$ cat config.mk
export PLATFORM = sky130hd
export DESIGN_NAME = lab2_proc_int_muldiv_iter
export DESIGN_NICKNAME = d
export VERILOG_FILES = /design/src/rtl/lab2_proc_int_muldiv_iter.sv
export SDC_FILE = /design/constraint.sdc
export NUM_CORES = 1
export LEC_CHECK = 0
export ABC_CLOCK_PERIOD_IN_PS = 11600
export CAP_MARGIN = 15
export CORE_ASPECT_RATIO = 1.25
export CORE_MARGIN = 4
export CORE_UTILIZATION = 30
export DETAILED_ROUTE_END_ITERATION = 7
export GPL_TIMING_DRIVEN = 0
export PLACE_DENSITY = 0.44
export SLEW_MARGIN = 20
export SYNTH_ARGS = -nofsm -noshare
export SYNTH_HDL_FRONTEND = slang
export SYNTH_SLANG_ARGS = --single-unit
$ cat constraint.sdc
create_clock -name clk -period 11.6 [get_ports clk]
set_clock_uncertainty 0.05 [all_clocks]
set_input_delay 2.9 -clock clk [delete_from_list [all_inputs] [get_ports clk]]
set_output_delay 2.9 -clock clk [all_outputs]
set_load 0.05 [all_outputs]
$ cat src/rtl/lab2_proc_int_muldiv_iter.sv
// ============================================================================
// lab2_proc_int_muldiv_iter
// ----------------------------------------------------------------------------
// Iterative integer multiply/divide unit implementing all eight RV32M
// operations at a configurable width W, behind a val/rdy stream interface.
// Requests are issued from D and the response is consumed in X.
//
//   fn encoding (RV32M funct3):
//     0 MUL, 1 MULH, 2 MULHSU, 3 MULHU, 4 DIV, 5 DIVU, 6 REM, 7 REMU
//
//   Normal operations take W iteration cycles: accept at edge 0, CALC in
//   cycles 1..W, response valid from cycle W+1. Divide special cases
//   (divide-by-zero, signed overflow) are resolved at accept and the
//   response is valid in cycle 1.
//
// Ports:
//   clk          in   rising-edge clock
//   reset        in   asynchronous reset, active low
//   istream_val  in   request valid
//   istream_rdy  out  request ready (high only in IDLE)
//   istream_msg  in   {fn[2:0], a[W-1:0], b[W-1:0]}
//   ostream_val  out  response valid (high only in DONE)
//   ostream_rdy  in   response ready
//   ostream_msg  out  W-bit result, registered
//   busy         out  high whenever the unit is not IDLE
//
// Build option:
//   LAB2_PROC_MULDIV_EARLY_OUT_EN - when defined, MUL leaves CALC as soon as
//   the remaining multiplier magnitude is zero, and MUL with b==0 completes
//   directly from IDLE. When undefined, no early-out logic exists.
// ============================================================================
module lab2_proc_int_muldiv_iter #(
    parameter int p_width    = 32,
    parameter int p_cnt_bits = $clog2(p_width) + 1
) (
    input  logic                   clk,
    input  logic                   reset,
    input  logic                   istream_val,
    output logic                   istream_rdy,
    input  logic [2*p_width+2:0]   istream_msg,
    output logic                   ostream_val,
    input  logic                   ostream_rdy,
    output logic [p_width-1:0]     ostream_msg,
    output logic                   busy
);

    localparam int W = p_width;

    localparam logic [2:0] FN_MUL    = 3'd0;
    localparam logic [2:0] FN_MULH   = 3'd1;
    localparam logic [2:0] FN_MULHSU = 3'd2;
    localparam logic [2:0] FN_MULHU  = 3'd3;
    localparam logic [2:0] FN_DIV    = 3'd4;
    localparam logic [2:0] FN_DIVU   = 3'd5;
    localparam logic [2:0] FN_REM    = 3'd6;
    localparam logic [2:0] FN_REMU   = 3'd7;

    localparam logic [p_cnt_bits-1:0] CNT_ONE  = p_cnt_bits'(1);
    localparam logic [p_cnt_bits-1:0] CNT_INIT = p_cnt_bits'(p_width);

    localparam logic [W-1:0] ALL_ONES = {W{1'b1}};
    localparam logic [W-1:0] MOST_NEG = {1'b1, {(W-1){1'b0}}};

    typedef enum logic [1:0] {
        ST_IDLE = 2'd0,
        ST_CALC = 2'd1,
        ST_DONE = 2'd2
    } state_t;

    // Two's-complement negate of a W-bit value when en is set.
    function automatic logic [W-1:0] cond_neg_w(input logic [W-1:0] x, input logic en);
        logic [W-1:0] r;
        if (en) begin
            r = {W{1'b0}} - x;
        end else begin
            r = x;
        end
        return r;
    endfunction

    // Two's-complement negate of a 2W-bit value when en is set.
    function automatic logic [2*W-1:0] cond_neg_2w(input logic [2*W-1:0] x, input logic en);
        logic [2*W-1:0] r;
        if (en) begin
            r = {(2*W){1'b0}} - x;
        end else begin
            r = x;
        end
        return r;
    endfunction

    // ------------------------------------------------------------------
    // Registers
    // ------------------------------------------------------------------
    state_t                 state_r;
    logic [p_cnt_bits-1:0]  cnt_r;
    logic [2:0]             fn_r;
    logic                   sign_fix_r;   // negate result at the end
    logic [2*W-1:0]         acc_r;        // multiply accumulator
    logic [2*W-1:0]         mcand_r;      // multiplicand, shifted left
    logic [W-1:0]           mplier_r;     // multiplier, shifted right
    logic [W-1:0]           rem_r;        // divide partial remainder
    logic [W-1:0]           quo_r;        // dividend in, quotient out
    logic [W-1:0]           divisor_r;
    logic [W-1:0]           result_r;
    logic                   istream_rdy_r;
    logic                   ostream_val_r;
    logic                   busy_r;

    // ------------------------------------------------------------------
    // Combinational signals
    // ------------------------------------------------------------------
    state_t                 state_next_s;
    logic [2:0]             fn_s;
    logic [W-1:0]           a_s;
    logic [W-1:0]           b_s;
    logic                   a_signed_s;
    logic                   b_signed_s;
    logic [W-1:0]           a_mag_s;
    logic [W-1:0]           b_mag_s;
    logic                   neg_q_s;
    logic                   neg_r_s;
    logic                   b_zero_s;
    logic                   ovf_s;
    logic                   special_s;
    logic [W-1:0]           special_res_s;
    logic                   accept_s;

    logic [2*W-1:0]         acc_step_s;
    logic [2*W-1:0]         mcand_step_s;
    logic [W-1:0]           mplier_step_s;
    logic [W:0]             rem_shift_s;
    logic [W:0]             diff_s;
    logic [W-1:0]           rem_step_s;
    logic [W-1:0]           quo_step_s;
    logic [2*W-1:0]         prod_s;
    logic [W-1:0]           final_res_s;
    logic                   last_iter_s;

    assign fn_s = istream_msg[2*W+2 -: 3];
    assign a_s  = istream_msg[2*W-1 -: W];
    assign b_s  = istream_msg[W-1:0];

    assign accept_s = (state_r == ST_IDLE) && istream_val;

    // Request decode: operand signedness, magnitudes and special cases.
    always_comb begin
        a_signed_s    = 1'b0;
        b_signed_s    = 1'b0;
        special_s     = 1'b0;
        special_res_s = {W{1'b0}};

        case (fn_s)
            FN_MULH:        begin a_signed_s = 1'b1; b_signed_s = 1'b1; end
            FN_MULHSU:      begin a_signed_s = 1'b1; b_signed_s = 1'b0; end
            FN_DIV, FN_REM: begin a_signed_s = 1'b1; b_signed_s = 1'b1; end
            default:        begin a_signed_s = 1'b0; b_signed_s = 1'b0; end
        endcase

        a_mag_s  = cond_neg_w(a_s, a_signed_s & a_s[W-1]);
        b_mag_s  = cond_neg_w(b_s, b_signed_s & b_s[W-1]);
        neg_q_s  = (a_signed_s & a_s[W-1]) ^ (b_signed_s & b_s[W-1]);
        neg_r_s  = a_signed_s & a_s[W-1];
        b_zero_s = (b_s == {W{1'b0}});
        ovf_s    = a_signed_s & b_signed_s & fn_s[2] &
                   (a_s == MOST_NEG) & (b_s == ALL_ONES);

        case (fn_s)
            FN_DIV: begin
                if (b_zero_s) begin
                    special_s = 1'b1; special_res_s = ALL_ONES;
                end else if (ovf_s) begin
                    special_s = 1'b1; special_res_s = a_s;
                end else begin
                    special_s = 1'b0; special_res_s = {W{1'b0}};
                end
            end
            FN_DIVU: begin
                if (b_zero_s) begin
                    special_s = 1'b1; special_res_s = ALL_ONES;
                end else begin
                    special_s = 1'b0; special_res_s = {W{1'b0}};
                end
            end
            FN_REM: begin
                if (b_zero_s) begin
                    special_s = 1'b1; special_res_s = a_s;
                end else if (ovf_s) begin
                    special_s = 1'b1; special_res_s = {W{1'b0}};
                end else begin
                    special_s = 1'b0; special_res_s = {W{1'b0}};
                end
            end
            FN_REMU: begin
                if (b_zero_s) begin
                    special_s = 1'b1; special_res_s = a_s;
                end else begin
                    special_s = 1'b0; special_res_s = {W{1'b0}};
                end
            end
`ifdef LAB2_PROC_MULDIV_EARLY_OUT_EN
            FN_MUL: begin
                // Zero multiplier: product is zero, skip CALC entirely.
                if (b_zero_s) begin
                    special_s = 1'b1; special_res_s = {W{1'b0}};
                end else begin
                    special_s = 1'b0; special_res_s = {W{1'b0}};
                end
            end
`endif
            default: begin
                special_s     = 1'b0;
                special_res_s = {W{1'b0}};
            end
        endcase
    end

    // One shift-add and one restoring-divide step, plus the final fixup.
    always_comb begin
        if (mplier_r[0]) begin
            acc_step_s = acc_r + mcand_r;
        end else begin
            acc_step_s = acc_r;
        end
        mcand_step_s  = {mcand_r[2*W-2:0], 1'b0};
        mplier_step_s = {1'b0, mplier_r[W-1:1]};

        // Partial remainder is W+1 bits wide; bit W of the difference is
        // the borrow that decides the quotient bit.
        rem_shift_s = {rem_r, quo_r[W-1]};
        diff_s      = rem_shift_s - {1'b0, divisor_r};
        if (!diff_s[W]) begin
            rem_step_s = diff_s[W-1:0];
            quo_step_s = {quo_r[W-2:0], 1'b1};
        end else begin
            rem_step_s = rem_shift_s[W-1:0];
            quo_step_s = {quo_r[W-2:0], 1'b0};
        end

        prod_s = cond_neg_2w(acc_step_s, sign_fix_r);

        case (fn_r)
            FN_MUL:                      final_res_s = prod_s[W-1:0];
            FN_MULH, FN_MULHSU, FN_MULHU: final_res_s = prod_s[2*W-1:W];
            FN_DIV, FN_DIVU:             final_res_s = cond_neg_w(quo_step_s, sign_fix_r);
            FN_REM, FN_REMU:             final_res_s = cond_neg_w(rem_step_s, sign_fix_r);
            default:                     final_res_s = {W{1'b0}};
        endcase
    end

    // Decide whether the current CALC cycle is the final iteration.
    always_comb begin
`ifdef LAB2_PROC_MULDIV_EARLY_OUT_EN
        last_iter_s = (cnt_r == CNT_ONE) ||
                      ((fn_r == FN_MUL) && (mplier_step_s == {W{1'b0}}));
`else
        last_iter_s = (cnt_r == CNT_ONE);
`endif
    end

    // FSM next-state logic.
    always_comb begin
        state_next_s = state_r;
        case (state_r)
            ST_IDLE: begin
                if (accept_s) begin
                    if (special_s) begin
                        state_next_s = ST_DONE;
                    end else begin
                        state_next_s = ST_CALC;
                    end
                end else begin
                    state_next_s = ST_IDLE;
                end
            end
            ST_CALC: begin
                if (last_iter_s) begin
                    state_next_s = ST_DONE;
                end else begin
                    state_next_s = ST_CALC;
                end
            end
            ST_DONE: begin
                if (ostream_rdy) begin
                    state_next_s = ST_IDLE;
                end else begin
                    state_next_s = ST_DONE;
                end
            end
            default: state_next_s = ST_IDLE;
        endcase
    end

    // FSM state register.
    always_ff @(posedge clk or negedge reset) begin
        if (!reset) begin
            state_r <= ST_IDLE;
        end else begin
            state_r <= state_next_s;
        end
    end

    // Handshake/status outputs registered from the next state.
    always_ff @(posedge clk or negedge reset) begin
        if (!reset) begin
            istream_rdy_r <= 1'b1;
            ostream_val_r <= 1'b0;
            busy_r        <= 1'b0;
        end else begin
            istream_rdy_r <= (state_next_s == ST_IDLE);
            ostream_val_r <= (state_next_s == ST_DONE);
            busy_r        <= (state_next_s != ST_IDLE);
        end
    end

    // Datapath: load on accept, iterate in CALC, hold in DONE.
    always_ff @(posedge clk or negedge reset) begin
        if (!reset) begin
            cnt_r      <= {p_cnt_bits{1'b0}};
            fn_r       <= 3'd0;
            sign_fix_r <= 1'b0;
            acc_r      <= {(2*W){1'b0}};
            mcand_r    <= {(2*W){1'b0}};
            mplier_r   <= {W{1'b0}};
            rem_r      <= {W{1'b0}};
            quo_r      <= {W{1'b0}};
            divisor_r  <= {W{1'b0}};
            result_r   <= {W{1'b0}};
        end else begin
            case (state_r)
                ST_IDLE: begin
                    if (accept_s) begin
                        fn_r       <= fn_s;
                        // REM/REMU follow the dividend sign, all others the
                        // XOR of operand signs.
                        sign_fix_r <= (fn_s[2] & fn_s[1]) ? neg_r_s : neg_q_s;
                        acc_r      <= {(2*W){1'b0}};
                        mcand_r    <= {{W{1'b0}}, a_mag_s};
                        mplier_r   <= b_mag_s;
                        rem_r      <= {W{1'b0}};
                        quo_r      <= a_mag_s;
                        divisor_r  <= b_mag_s;
                        cnt_r      <= CNT_INIT;
                        if (special_s) begin
                            result_r <= special_res_s;
                        end
                    end
                end
                ST_CALC: begin
                    acc_r    <= acc_step_s;
                    mcand_r  <= mcand_step_s;
                    mplier_r <= mplier_step_s;
                    rem_r    <= rem_step_s;
                    quo_r    <= quo_step_s;
                    cnt_r    <= cnt_r - CNT_ONE;
                    if (last_iter_s) begin
                        result_r <= final_res_s;
                    end
                end
                ST_DONE: begin
                    result_r <= result_r;
                end
                default: begin
                    result_r <= result_r;
                end
            endcase
        end
    end

    assign istream_rdy = istream_rdy_r;
    assign ostream_val = ostream_val_r;
    assign ostream_msg = result_r;
    assign busy        = busy_r;

endmodule

==> summary.md, run 1 <==
| Metric | Value |
|---|---|
| Status | `completed` |
| Largest fanout on the critical path | `10` |
| Largest net degree at the start of global routing | `84` |
| Fin nets | `3590` |
| Period Utilization, post-route | `78.3%` |
| Routed via count | `27218` |
| Htree depth | `2` |
| Global-route wire length before repair | `191 mm` |
| Die area | `90100 sq um` |
| Drt wl/cell | `29.5 um` |
| Worst r2r src | `mplier_r[0]` |
| Row count | `119` |
| Routability cong. | `0.997` |
| Pre-CTS WS | `2.70 ns` |
| WS Path Type | `flop to flop` |
| Post-route setup slack | `2.52 ns` |
| # IOs | `106` |
| Pins over their slew limit | `0` |
| Final hold slack | `0.425 ns` |
| Post-DP HPWL | `107 mm` |
| Post-Syn Area per Cell | `7.85 sq um` |
| Num CTS Buffers | `40` |
| Count of cell types in the netlist | `117` |
| Root Buffer | `clkbuf_16` |
| Hold Crit Class | `flop to flop` |
| DRT Pass-1 Iters | `6` |
| Worst EP arrival | `9.47 ns` |
| CTS tree | `built` |
| Routed wire length | `134 mm` |
| Skew-Pair Late Insertion Delay | `0.59 ns` |
| Resize count post-CTS | `0` |
| Most used DFF post-synth | `dfrtp_1` |
| Final Critical Period | `9.08 ns` |
| Clock buffer depth | `3` |
| Initial antenna violation count | `5` |
| Yosys reg bits | `303` |
| Die width | `269 um` |
| Core Region | `84400 sq um` |
| Layout cells sized above 1 | `5.98%` |
| Syn nets | `3439` |
| CTS sink cnt | `303` |
| Nature of the critical path startpoint | `flop` |
| Post-Syn Area | `25600 sq um` |
| Ys Warns | `0` |
| Critical Path RT | `11.99 ns` |
| RSZ-0062 raised after global routing | `no` |
| GRT Residual Overflow | `0` |
| Post-synth EDFFs | `0` |
| Area Overhead vs Synth | `15.2%` |
| Overall routing resource usage | `28.5%` |
| Post-CTS Setup Bufs | `0` |
| IO buf count | `104` |
| Number of global-route vias before repair | `26563` |
| Initial Util | `30.3%` |
| Total of max-cap violations | `0` |
| Final antenna-violating net count | `0` |
| Post-synthesis sequential area ratio | `29.6%` |
| Max_slew headroom | `18.7%` |
| Worst-margin pin slew | `1.22 ns` |
| Crit path from | `mplier_r[0]` |
| Hold buffers post-CTS | `0` |
| Fin. Hold Viols | `0` |
| Die Ht | `335 um` |
| R2R cell count | `21` |
| CTS clk-pin slew, worst paths | `0.06 ns` |
| Post-synthesis cell count | `3263` |
| CP endpoint kind | `flop` |
| Final setup viols | `0` |
| Fillers | `9096` |
| F_max | `110 MHz` |
| Worst Hold Depth | `1` |
| Vias/cell | `6.00` |
| # DRC | `0` |
| Hold_sp | `divisor_r[14]` |
| DR iter-0 viols | `2469` |
| FFs w/ async S/R, synth | `100%` |
## worst paths after layout
check | endpoint | slack (ns)
max | ostream_msg[4] | 2.52
min | divisor_r[14] | 0.42
max reg2reg | ostream_msg[4] | 2.52
min reg2reg | divisor_r[14] | 0.42
max in group asynchronous | mcand_r[48] | 8.03
min in group asynchronous | mcand_r[6] | 2.20
## worst max-delay path: stages, from the launching register on
cell	delay, ns
dfrtp_1	0.40
buf_2	0.33
clkbuf_1	0.80
buf_2	0.46
buf_2	0.37
buf_1	0.76
buf_2	0.46
buf_2	0.35
buf_1	0.65
clkbuf_1	0.67
mux2i_1	0.52
ha_1	0.29
nand2_1	0.08
nor3_1	0.29
nand2_1	0.18
nor2_1	0.35
and4_1	0.41
nand2_1	0.18
o31ai_1	0.35
xor2_1	0.18
a221oi_1	0.71
nor2_1	0.08
## layer usage
| layer | wire length [um] | GRT usage (%) |
|---|---|---|
| met1 | 52900 | 33.8 |
| met2 | 65000 | 50.2 |
| met3 | 6290 | 3.09 |
| met4 | 9620 | 16.8 |
| met5 | 0 | 0 |
## cell type report
class                   instances  area (sq um)  share of cell area, %
clock buffers                  56          1150                   3.91
inverters                      85           319                   1.08
clock inverters                16           180                  0.611
plain buffers                 203           837                   2.84
flip-flops and latches        303          7580                   25.7
well taps                    1089          1360                   4.62
multi-input cells            2672         16900                   57.3
repair buffers                109          1160                   3.94
diodes                          1          2.50                0.00849
## cells by family (layout without fill, tap and decap cells)
| logic type | Yosys count | in the layout | synth area share [%] |
|---|---|---|---|
| AO/OA/AOI/OAI | 1082 | 1082 | 27.8 |
| XOR/XNOR | 199 | 199 | 6.81 |
| adder cells (fa/ha/maj) | 105 | 105 | 5.19 |
| buffers and inverters | 288 | 469 | 4.50 |
| flip-flops | 303 | 303 | 29.6 |
| multiplexers | 74 | 74 | 2.96 |
| other | 0 | 1 | 0 |
| AND/OR/NAND/NOR | 1212 | 1212 | 23.2 |
## metrics by stage
step	TNS [ns]	std cells	cell area, sq um	utilization (%)
3_3_place_gp	-2259.31	4456	28000	33.2
6_report	0	4534	29500	34.9
2_1_floorplan	0	3263	25600	-
3_5_place_dp	0	4461	28200	33.3
5_1_grt	0	4533	29500	34.9
4_1_cts	0	4533	29500	34.9
## flip-flops by register name, indices dropped and copies added (netlist names), 6 cells and up
name and cells:
quo_r 32, mcand_r 64, rem_r 32, mplier_r 32, ostream_msg 32, acc_r 64
divisor_r 32, cnt_r 6
## layout by cell type, fill, tap and decap left out, types with 42 or more instances in the layout
master and count:
a21o_1 61, mux2i_1 61, ha_1 103, o31ai_1 42, xnor2_1 121, o22ai_1 62, nor2_1 280, nand2_1 361
or3_1 44, dfrtp_1 302, clkbuf_1 155, inv_1 81, nand4_1 57, a21oi_1 256, nor3_1 79, o21ai_0 292
nand3_1 167, clkdlybuf4s50_1 103, xor2_1 78
## Yosys cell counts, types with 14 or more instances
cell type  count  share of area (%)
nand2_1      361                5.3
dfrtp_1      302                 30
o21ai_0      292                5.7
nor2_1       280                4.1
a21oi_1      256                5.0
nand3_1      167                3.3
clkbuf_1     151                2.2
xnor2_1      121                4.1
ha_1         103                5.0
inv_1         81                1.2
nor3_1        80                1.6
xor2_1        78                2.7
o22ai_1       62                1.5
a21o_1        61                1.8
mux2i_1       61                2.4
nand4_1       57                1.4
or3_1         44                1.1
o31ai_1       42                1.2
a31oi_1       37               0.90
a221o_1       33                1.3
nor4_1        30               0.73
o211ai_1      30               0.88
a211oi_1      29               0.85
nor2b_1       29               0.71
buf_2         28               0.55
and2_1        25               0.61
nand2b_1      24               0.59
o21a_1        22               0.65
or4_1         21               0.62
and3_1        19               0.46
buf_1         17               0.25
a21boi_0      16               0.47
a221oi_1      16               0.55
or2_2         14               0.34
Power of run 1 is left out: the tool's default activity adds up to more than one toggle a clock period on the data nets, which glitch-free logic cannot reach.
==> run 2, diff against run 1 <==
--- a/config.mk
+++ b/config.mk
@@ -5,7 +5,7 @@
 export SDC_FILE = /design/constraint.sdc
 export NUM_CORES = 1
 export LEC_CHECK = 0
-export ABC_CLOCK_PERIOD_IN_PS = 11600
+export ABC_CLOCK_PERIOD_IN_PS = 8700
 export CAP_MARGIN = 15
 export CORE_ASPECT_RATIO = 1.25
 export CORE_MARGIN = 4
==> constraint.sdc (replaced) <==
create_clock -name clk -period 8.7 [get_ports clk]
set_clock_uncertainty 0.05 [all_clocks]
set_input_delay 2.175 -clock clk [delete_from_list [all_inputs] [get_ports clk]]
set_output_delay 2.175 -clock clk [all_outputs]
set_load 0.05 [all_outputs]
==> summary.md, run 2 (same netlist as run 1, synthesis figures left out) <==
| Metric | Value |
|---|---|
| Layout cells sized above 1 | `5.98% (about the same)` |
| Worst EP arrival | `8.89 ns (-0.58 ns)` |
| Worst-margin pin slew | `1.20 ns (-0.0185 ns)` |
| CTS sink cnt | `303 (unchanged)` |
| Critical Path RT | `9.09 ns (-2.90 ns)` |
| Skew-Pair Late Insertion Delay | `0.59 ns (about the same)` |
| Final Util | `34.9% (about the same)` |
| Status | `completed` |
| Core Region | `84400 sq um (unchanged)` |
| Global-route wire length before repair | `191 mm (-0.10%)` |
| Area Overhead vs Synth | `15.1% (about the same)` |
| Routed via count | `27239 (+0.077%)` |
| Final setup viols | `0 (unchanged)` |
| Clock buffer depth | `3 (unchanged)` |
| Fillers | `9095 (-0.011%)` |
| Post-route setup slack | `0.198 ns (-2.32 ns)` |
| Largest net degree at the start of global routing | `84 (unchanged)` |
| CTS tree | `built` |
| Hold buffers post-CTS | `0 (unchanged)` |
| Number of global-route vias before repair | `26544 (-0.072%)` |
| Initial antenna violation count | `5 (unchanged)` |
| Most common cell after layout, fill and taps aside | `nand2_1` |
| Post-DP HPWL | `107 mm (unchanged)` |
| Drt wl/cell | `29.5 um (-0.23%)` |
| Root Buffer | `clkbuf_16` |
| CP endpoint kind | `flop` |
| Crit path from | `mplier_r[0]` |
| Routed wire length | `134 mm (-0.25%)` |
| Initial Util | `30.3% (unchanged)` |
| Final hold slack | `0.425 ns (+0.0000540 ns)` |
| Resize count post-CTS | `0 (unchanged)` |
| F_max | `118 MHz (+6.8%)` |
| Num CTS Buffers | `40 (unchanged)` |
| Final Critical Period | `8.50 ns (-0.579 ns)` |
| Overall routing resource usage | `28.5% (about the same)` |
| Max_slew headroom | `19.9% (+1.2 points)` |
| Hold_sp | `divisor_r[14]` |
| Die area | `90100 sq um (unchanged)` |
| Slowest CP cell | `clkbuf_1` |
| Most frequent cells in the layout | `361 x nand2_1, 302 x dfrtp_1, 292 x o21ai_0` |
| # IOs | `106 (unchanged)` |
| Final antenna-violating net count | `0 (unchanged)` |
| Die Ht | `335 um (unchanged)` |
| IO buf count | `104 (unchanged)` |
| Post-CTS Setup Bufs | `0 (unchanged)` |
| Most Frequent Cell on Critical Path | `buf_2` |
| Period Utilization, post-route | `97.7% (+19 points)` |
| Fin. Hold Viols | `0 (unchanged)` |
| Worst r2r src | `mplier_r[0]` |
| RSZ-0062 raised after global routing | `no` |
| Pre-CTS WS | `-0.200 ns (-2.90 ns)` |
| Largest regs | `acc_r: 64 flops, mcand_r: 64 flops` |
| Cell family with most CP delay | `buffers and inverters` |
| Routability cong. | `0.997 (unchanged)` |
| Row count | `119 (unchanged)` |
| Die width | `269 um (unchanged)` |
| Total of max-cap violations | `0 (unchanged)` |
| GRT Residual Overflow | `0 (unchanged)` |
| Vias/cell | `6.01 (about the same)` |
| CP peak stage delay | `0.78 ns (-0.02 ns)` |
| CTS clk-pin slew, worst paths | `0.06 ns (about the same)` |
| DRT Pass-1 Iters | `6 (unchanged)` |
| # DRC | `0 (unchanged)` |
| Cells along the critical path | `buf_2, clkbuf_1, buf_2, buf_2, buf_2, buf_2, buf_1, clkbuf_1, mux2i_1, ha_1, nand2_1, nor3_1, nand2_1, nor2_1, and4_1, nand2_1, o31ai_1, xor2_1, a221oi_1, nor2_1` |
| Hold Crit Class | `flop to flop` |
| WS Path Type | `flop to flop` |
| Htree depth | `2 (unchanged)` |
| DR iter-0 viols | `2423 (-1.9%)` |
| Largest fanout on the critical path | `19 (+9)` |
| Nature of the critical path startpoint | `flop` |
| Crit path buffers/inverters | `8 (-1)` |
| Fin nets | `3589 (-0.028%)` |
| Pins over their slew limit | `0 (unchanged)` |
==> run 2: layer usage <==
metal	GRT usage, %	vias to the layer above	part of all wire [%]
li1	-	12402	-
met1	33.7	13616	40
met2	50.1	933	49
met3	3.21	288	4.5
met4	16.7	0	7.2
met5	0	-	0
==> run 2: final timing paths <==
path,end,slack (ns),depth (start not counted)
max reg2reg,ostream_msg[4],0.20,20
min in group asynchronous,mcand_r[6],1.48,1
max,ostream_msg[4],0.20,20
max in group asynchronous,mcand_r[48],5.86,3
min,divisor_r[14],0.42,1
min reg2reg,divisor_r[14],0.42,1
==> run 2: per-stage QoR <==
step	TNS, ns	cell area [sq um]	instances
after detailed placement	-0.233	28200	4461
final	0	29500	4533
after global routing	0	29500	4532
after global placement	-2918.54	28000	4456
after floorplan	0	25600	3263
after CTS	0	29500	4532
==> run 2: final cells by class <==
class	instances	area, sq um	share of cell area [%]
Tap cell	1089	1360	4.62
Timing Repair Buffer	109	1160	3.94
Inverter	85	319	1.08
Multi-Input combinational cell	2672	16900	57.3
Sequential cell	303	7580	25.7
Clock inverter	16	180	0.611
Antenna cell	1	2.50	0.00849
Clock buffer	56	1150	3.91
Buffer	202	833	2.83
Power of run 2 is left out for the same reason.
